File: config.mk
export PLATFORM = sky130hd
export DESIGN_NAME = multi_timer
export DESIGN_NICKNAME = d
export VERILOG_FILES = /design/src/rtl/multi_timer_pkg.sv /design/src/rtl/timer_prescaler.sv /design/src/rtl/multi_timer.sv
export SDC_FILE = /design/constraint.sdc
export NUM_CORES = 1
export LEC_CHECK = 0
export BUFFER_PORTS_ARGS = -buffer_cell sky130_fd_sc_hd__clkbuf_2
export CORE_UTILIZATION = 45
export CTS_BUF_LIST = sky130_fd_sc_hd__clkbuf_4 sky130_fd_sc_hd__clkbuf_8 sky130_fd_sc_hd__clkbuf_16
export DETAILED_ROUTE_END_ITERATION = 7
export GPL_ROUTABILITY_DRIVEN = 0
export PLACE_DENSITY = 0.63
export SETUP_SLACK_MARGIN = 0.3
export SYNTH_ARGS = -nofsm -noshare
export SYNTH_HDL_FRONTEND = slang
export SYNTH_SLANG_ARGS = --single-unit
File: constraint.sdc
create_clock -name clk -period 4.9 [get_ports clk]
set_input_delay 0.98 -clock clk [delete_from_list [all_inputs] [get_ports clk]]
set_output_delay 0.98 -clock clk [all_outputs]
set_load 0.02 [all_outputs]
File: src/rtl/multi_timer_pkg.sv
// Shared types and helpers for the multi-channel countdown timer.
// Channel state encoding and prescaler width calculation.
package multi_timer_pkg;

    typedef enum logic [1:0] {
        IDLE = 2'd0,
        RUN  = 2'd1,
        DONE = 2'd2
    } ch_state_t;

    function automatic int pcnt_w(input int div);
        return (div > 2) ? $clog2(div) : 1;
    endfunction

endpackage

File: src/rtl/timer_prescaler.sv
// Shared prescaler: counts 0..DIV-1 and emits a one-cycle tick on the last phase.
// tick_clear restarts the phase and overrides pause.
module timer_prescaler
    import multi_timer_pkg::*;
#(
    parameter int DIV = 10
) (
    input  logic clk,
    input  logic rst_n,
    input  logic tick_clear,
    input  logic pause,
    output logic tick
);

    localparam int W = pcnt_w(DIV);
    localparam logic [W-1:0] LAST = W'(DIV - 1);

    logic [W-1:0] pcnt;
    logic [W-1:0] pcnt_nxt;

    always_comb begin
        pcnt_nxt = pcnt;
        if (tick_clear) begin
            pcnt_nxt = '0;
        end else if (!pause) begin
            pcnt_nxt = (pcnt == LAST) ? '0 : pcnt + W'(1);
        end
    end

    always_ff @(posedge clk or negedge rst_n) begin
        if (!rst_n) begin
            pcnt <= '0;
        end else begin
            pcnt <= pcnt_nxt;
        end
    end

    assign tick = (pcnt == LAST) && !pause && !tick_clear;

endmodule

File: src/rtl/multi_timer.sv
// N-channel countdown timer on a shared prescaled tick.
// Each channel runs one-shot or auto-reload with a sticky expiry flag.
module multi_timer
    import multi_timer_pkg::*;
#(
    parameter int NUM_CH  = 4,
    parameter int CLK_HZ  = 25_000_000,
    parameter int TICK_HZ = 1,
    parameter int CNT_W   = 8
) (
    input  logic                    clk,
    input  logic                    rst_n,
    input  logic                    tick_clear,
    input  logic                    pause,
    input  logic [NUM_CH-1:0]       start,
    input  logic [NUM_CH-1:0]       stop,
    input  logic [NUM_CH-1:0]       ack,
    input  logic [NUM_CH-1:0]       reload_mode,
    input  logic [NUM_CH*CNT_W-1:0] duration,
    output logic                    tick,
    output logic [NUM_CH-1:0]       busy,
    output logic [NUM_CH-1:0]       expired,
    output logic [NUM_CH-1:0]       expire_pulse,
    output logic [NUM_CH*CNT_W-1:0] remaining
);

    localparam int DIV = CLK_HZ / TICK_HZ;
    localparam logic [CNT_W-1:0] ONE = CNT_W'(1);

    if ((CLK_HZ % TICK_HZ) != 0 || DIV < 2) begin : g_bad_div
        $error("multi_timer: CLK_HZ/TICK_HZ must be an integer >= 2");
    end
    if (NUM_CH < 1 || NUM_CH > 16) begin : g_bad_ch
        $error("multi_timer: NUM_CH must be 1..16");
    end

    timer_prescaler #(
        .DIV(DIV)
    ) u_prescaler (
        .clk       (clk),
        .rst_n     (rst_n),
        .tick_clear(tick_clear),
        .pause     (pause),
        .tick      (tick)
    );

    for (genvar i = 0; i < NUM_CH; i++) begin : g_ch
        ch_state_t        state;
        ch_state_t        state_nxt;
        logic [CNT_W-1:0] rem;
        logic [CNT_W-1:0] rem_nxt;
        logic [CNT_W-1:0] rld;
        logic [CNT_W-1:0] rld_nxt;
        logic [CNT_W-1:0] dur;
        logic             mode;
        logic             mode_nxt;
        logic             exp_q;
        logic             exp_nxt;
        logic             pls;
        logic             pls_nxt;
        logic             run_tick;

        assign dur      = duration[i*CNT_W +: CNT_W];
        assign run_tick = tick && (state == RUN) && (rem != '0);

        // Expiry outranks a coincident ack, so ack sits in the last branch.
        always_comb begin
            state_nxt = state;
            rem_nxt   = rem;
            rld_nxt   = rld;
            mode_nxt  = mode;
            exp_nxt   = exp_q;
            pls_nxt   = 1'b0;
            if (stop[i]) begin
                state_nxt = IDLE;
                rem_nxt   = '0;
                exp_nxt   = 1'b0;
            end else if (start[i]) begin
                rld_nxt  = dur;
                mode_nxt = reload_mode[i];
                rem_nxt  = dur;
                if (dur == '0) begin
                    state_nxt = DONE;
                    exp_nxt   = 1'b1;
                    pls_nxt   = 1'b1;
                end else begin
                    state_nxt = RUN;
                    exp_nxt   = 1'b0;
                end
            end else if (run_tick && rem == ONE) begin
                exp_nxt = 1'b1;
                pls_nxt = 1'b1;
                if (mode) begin
                    rem_nxt = rld;
                end else begin
                    rem_nxt   = '0;
                    state_nxt = DONE;
                end
            end else begin
                if (run_tick) begin
                    rem_nxt = rem - ONE;
                end
                if (ack[i]) begin
                    exp_nxt = 1'b0;
                    if (state == DONE) begin
                        state_nxt = IDLE;
                    end
                end
            end
        end

        always_ff @(posedge clk or negedge rst_n) begin
            if (!rst_n) begin
                state <= IDLE;
                rem   <= '0;
                rld   <= '0;
                mode  <= 1'b0;
                exp_q <= 1'b0;
                pls   <= 1'b0;
            end else begin
                state <= state_nxt;
                rem   <= rem_nxt;
                rld   <= rld_nxt;
                mode  <= mode_nxt;
                exp_q <= exp_nxt;
                pls   <= pls_nxt;
            end
        end

        assign remaining[i*CNT_W +: CNT_W] = rem;
        assign busy[i]         = (state == RUN);
        assign expired[i]      = exp_q;
        assign expire_pulse[i] = pls;
    end

endmodule

==> run summary <==
The flow ran to the end, and the final reports show no timing, DRC or antenna violations. Summed over all layers, the global routing overflow is 0. The count of nets left with antenna violations once routing finished came out at 0. The clock latency on the worst-skew pair came out at 0.35 ns.

The global router's overall resource usage was 0.240. TritonCTS built the clock tree. The synthesized netlist occupies a cell area of 0.00646 sq mm. CTS built an H-tree with a depth of 3. The initial antenna violation count is 0, and the maximum fanout count along the critical path is 6. For this design the ratio of total power to cell area is 290 mW/mm^2. Share of the cycle needed by the critical path after routing: 0.733. The critical path goes through ha_1 -> or4b_1 -> or4_4 -> nor2_2 -> clkbuf_2. For this run, the number of Yosys warnings is 0.

The number of buffers inserted during clock tree synthesis came out at 9. The number of different library cells used by synthesis comes to 74. Summed over all layers, the routed wires come to 16.8 mm. The clock period could shrink to 3.59 ns. Total number of nets in the final design: 873. Summed over all nets, wire length on met3 after detailed routing comes to 931 um. The most instantiated flip-flop cell in the synthesis netlist was sky130_fd_sc_hd__dfrtp_1.

The logs give 0.171 for the power share of the combinational group and 28.0 mm for the global-route wire length before repair. The area growth from synthesis to layout is 13.2%. In the final routed layout, each cell accounts on average for 16.9 um. Clock-pin slew was measured on the worst setup and hold paths at 0.07 ns. The tools report the detailed-route wire length on metal 1 as 7.70 mm. The synthesized design contains 109 register bits. The average footprint of a synthesized cell came out at 8.76 sq um. The tools report the switching component of the power as 617 uW. The via count of the first global-routing pass is 5606, and the number of diodes added for antenna fixing is 0. The max-slew violation count is 0, and the footprint of the multi-input gates is 0.00338 sq mm. The run gives 0.383 as the worst slew margin relative to its limit.

STA puts the critical path data required time at 3.92 ns. The share of total power consumed by net switching was 0.291; the number of nets produced by synthesis was 802. The critical path in this run is classified as register to output port. After floorplanning, the core was divided into 43 placement rows.

After detailed routing, the number of vias per cell comes to 5.89. In this run, synthesis inferred 0 flip-flops with an integrated enable. The logs give 0.185 mV for the peak supply drop and 0 for the total count of hold-check failures in the final report. Fraction of registers with async set/reset: 1.00.

The post-synthesis instance total is 737. Clock tree synthesis found a total of 109 sinks. The first routing iteration left 493 violations. For the starting density of the core, the log shows 0.463.

Final-layout setup total negative slack: 0 ns. The number of vias after detailed routing is 5845. Based on the critical path, the design can be clocked at up to 0.278 GHz. The largest net degree at the start of global routing was 72. The die is 122 um tall. The logs give 0.337 for the clock group share of total power and 1346 for the layout filler cell count. The run gives 0.00973 ns as the clock tree skew after final layout. The area of the die is 0.0148 sq mm. The min-delay analysis places its worst path in the category register to register. The die is 122 um wide. Nature of the critical path startpoint: a register. 97 I/O pins were placed. The first detailed-routing pass ran for 5 iterations. During placement, the flow inserted port buffers numbering 96. Setup repair after global routing left no endpoint under its margin. For this design, the slowest cell found on the critical path is sky130_fd_sc_hd__or4_4. The uppermost layer routed was met4. Post-CTS repair changed the size of 0 cells. The tools report the cts-stage hold buffer count as 0. The cell leakage power was 0.00326 uW. The number of buffers added for setup after CTS came out at 0.

In this run the clock root is driven by a sky130_fd_sc_hd__clkbuf_16. The part of the total power dissipated in sequential elements is 0.492, and the total of max-cap violations is 0. The run gives 0.422 as the fraction of the yosys area taken by sequential cells.

The HPWL after detailed placement is 12.6 mm. After detailed routing, the number of remaining DRC violations is 0. The largest buffer count on any clock path is 2.

The number of setup violations in the final report was 0; the met2 wire length was 7.93 mm. In the final layout, flip-flops and latches occupy 0.00273 sq mm. The slew at the pin with the worst max-slew slack works out to 0.925 ns. The tools report the sort of element at the end of the critical path as an output port. For the utilization after layout, the log shows 0.525. Critical path's largest stage delay: 0.62 ns. The internal power of the cells totals 1500 uW.

The worst path arrival time was 2.61 ns; the layout cell share with drive strength beyond 1 was 0.183. The core region is 0.0139 sq mm.
-- critical path, delay by kind of cell (launching register included) --
kind | cells | cell delay, ns
and+or+nand+nor | 3 | 1.44
DFF | 1 | 0.39
buffers and inverters | 1 | 0.23
adders and majority gates | 1 | 0.20
-- kinds of logic (layout without fill, tap and decap cells) --
kind of cell    count (synthesis)  in the layout  share of synthesized area
flops                         109            109                      0.422
mux                            16             16                     0.0265
buf+inv                        86            162                     0.0570
xor+xnor                       18             18                     0.0244
simple gates                  320            320                      0.264
fa+ha+maj                      13             13                     0.0252
compound gates                175            175                      0.181
-- synthesized netlist by cell type, types with 13 or more instances --
cell type / n / area (sq um)
sky130_fd_sc_hd__nand2_1: 93 / 349
sky130_fd_sc_hd__xnor2_1: 15 / 131
sky130_fd_sc_hd__nand4_1: 22 / 138
sky130_fd_sc_hd__nor3_1: 33 / 165
sky130_fd_sc_hd__nand3_1: 19 / 95.1
sky130_fd_sc_hd__nor4_1: 22 / 138
sky130_fd_sc_hd__ha_1: 13 / 163
sky130_fd_sc_hd__nor2_1: 51 / 191
sky130_fd_sc_hd__a21oi_1: 44 / 220
sky130_fd_sc_hd__dfrtp_1: 109 / 2730
sky130_fd_sc_hd__inv_1: 45 / 169
sky130_fd_sc_hd__o21ai_0: 43 / 215
sky130_fd_sc_hd__clkbuf_1: 27 / 101
-- layer usage --
| metal | vias up | track usage |
|---|---|---|
| met2 | 183 | 0.382 |
| met4 | 0 | 0.0702 |
| met3 | 15 | 0.0468 |
| li1 | 2831 | - |
| met5 | - | 0 |
| met1 | 2816 | 0.330 |
-- registers in the layout, summed over array words and instances, names as in the netlist --
register,flops
g_ch.rem,32
g_ch.rld,32
u_prescaler.pcnt,25
g_ch.state,8
g_ch.exp_q,4
g_ch.mode,4
g_ch.pls,4
-- path summary, 6_finish.rpt --
path                                                 start                          endpoint  slack [ns]  cells past startpoint
setup reg to reg           u_prescaler.pcnt[0]$_DFFE_PN0P_  u_prescaler.pcnt[11]$_DFFE_PN0P_        2.15                      6
max in group asynchronous                            rst_n        g_ch[1].rem[1]$_DFFE_PN0P_        3.05                      2
setup / recovery           u_prescaler.pcnt[0]$_DFFE_PN0P_                              tick        1.31                      5
hold reg to reg                 g_ch[1].rld[4]$_DFFE_PN0P_        g_ch[1].rld[4]$_DFFE_PN0P_        0.48                      2
hold / removal                  g_ch[1].rld[4]$_DFFE_PN0P_        g_ch[1].rld[4]$_DFFE_PN0P_        0.48                      2
min in group asynchronous                            rst_n             g_ch[0].pls$_DFF_PN0_        0.76                      1
-- power groups by stage --
stage	Sequential (uW)	Clock, uW	Combinational (uW)
after global placement	1050	0	354
after floorplan	1060	0	216
after CTS	1040	733	362
after global routing	1050	771	406
final	1040	714	362
after detailed placement	1060	0	361
-- stage by stage --
| stage | setup slack (ns) | cells | total power [uW] | hold slack, ns | instance area (sq um) |
|---|---|---|---|---|---|
| after floorplan | 1.70 | 737 | 1280 | 0.441 | 6460 |
| after global placement | 1.39 | 977 | 1410 | 0.460 | 7020 |
| after detailed placement | 1.37 | 977 | 1420 | 0.463 | 7020 |
| after CTS | 1.28 | 993 | 2140 | 0.482 | 7310 |
| after global routing | 1.20 | 993 | 2230 | 0.500 | 7310 |
| final | 1.31 | 993 | 2120 | 0.483 | 7310 |
-- area by class of cell --
class	count	share of cell area
repair buffers	101	0.0712
clock inverters	2	0.00240
clock buffers	14	0.0377
well taps	180	0.0308
inverters	45	0.0231
multi-input cells	542	0.462
flip-flops and latches	109	0.373
-- cells in the final DEF, fill, tap and decap left out, types with 6 or more instances in the layout --
master                      netlist  final
sky130_fd_sc_hd__mux2_2           8      8
sky130_fd_sc_hd__buf_4            9      6
sky130_fd_sc_hd__o31ai_1         11     10
sky130_fd_sc_hd__nand3_1         19     19
sky130_fd_sc_hd__nor2b_1         10     10
sky130_fd_sc_hd__dfrtp_1        109    109
sky130_fd_sc_hd__clkbuf_16        0      9
sky130_fd_sc_hd__ha_1            13     13
sky130_fd_sc_hd__mux2i_1          7      7
sky130_fd_sc_hd__nor2_1          51     51
sky130_fd_sc_hd__and3_1           9      9
sky130_fd_sc_hd__or2_2            7      7
sky130_fd_sc_hd__inv_1           45     45
sky130_fd_sc_hd__or3_1            9      9
sky130_fd_sc_hd__nor4_1          22     22
sky130_fd_sc_hd__xnor2_1         15     15
sky130_fd_sc_hd__and2_1           6      6
sky130_fd_sc_hd__a21oi_1         44     44
sky130_fd_sc_hd__o21ai_0         43     43
sky130_fd_sc_hd__nand2_1         93     93
sky130_fd_sc_hd__nor3_1          33     33
sky130_fd_sc_hd__nand2b_1         8      8
sky130_fd_sc_hd__clkbuf_2         0     95
sky130_fd_sc_hd__a21o_1           6      6
sky130_fd_sc_hd__a31oi_1         12     12
sky130_fd_sc_hd__a2bb2oi_1        9      9
sky130_fd_sc_hd__or4_1            8      8
sky130_fd_sc_hd__nand4_1         22     22
(Power assumes the default switching activity.)
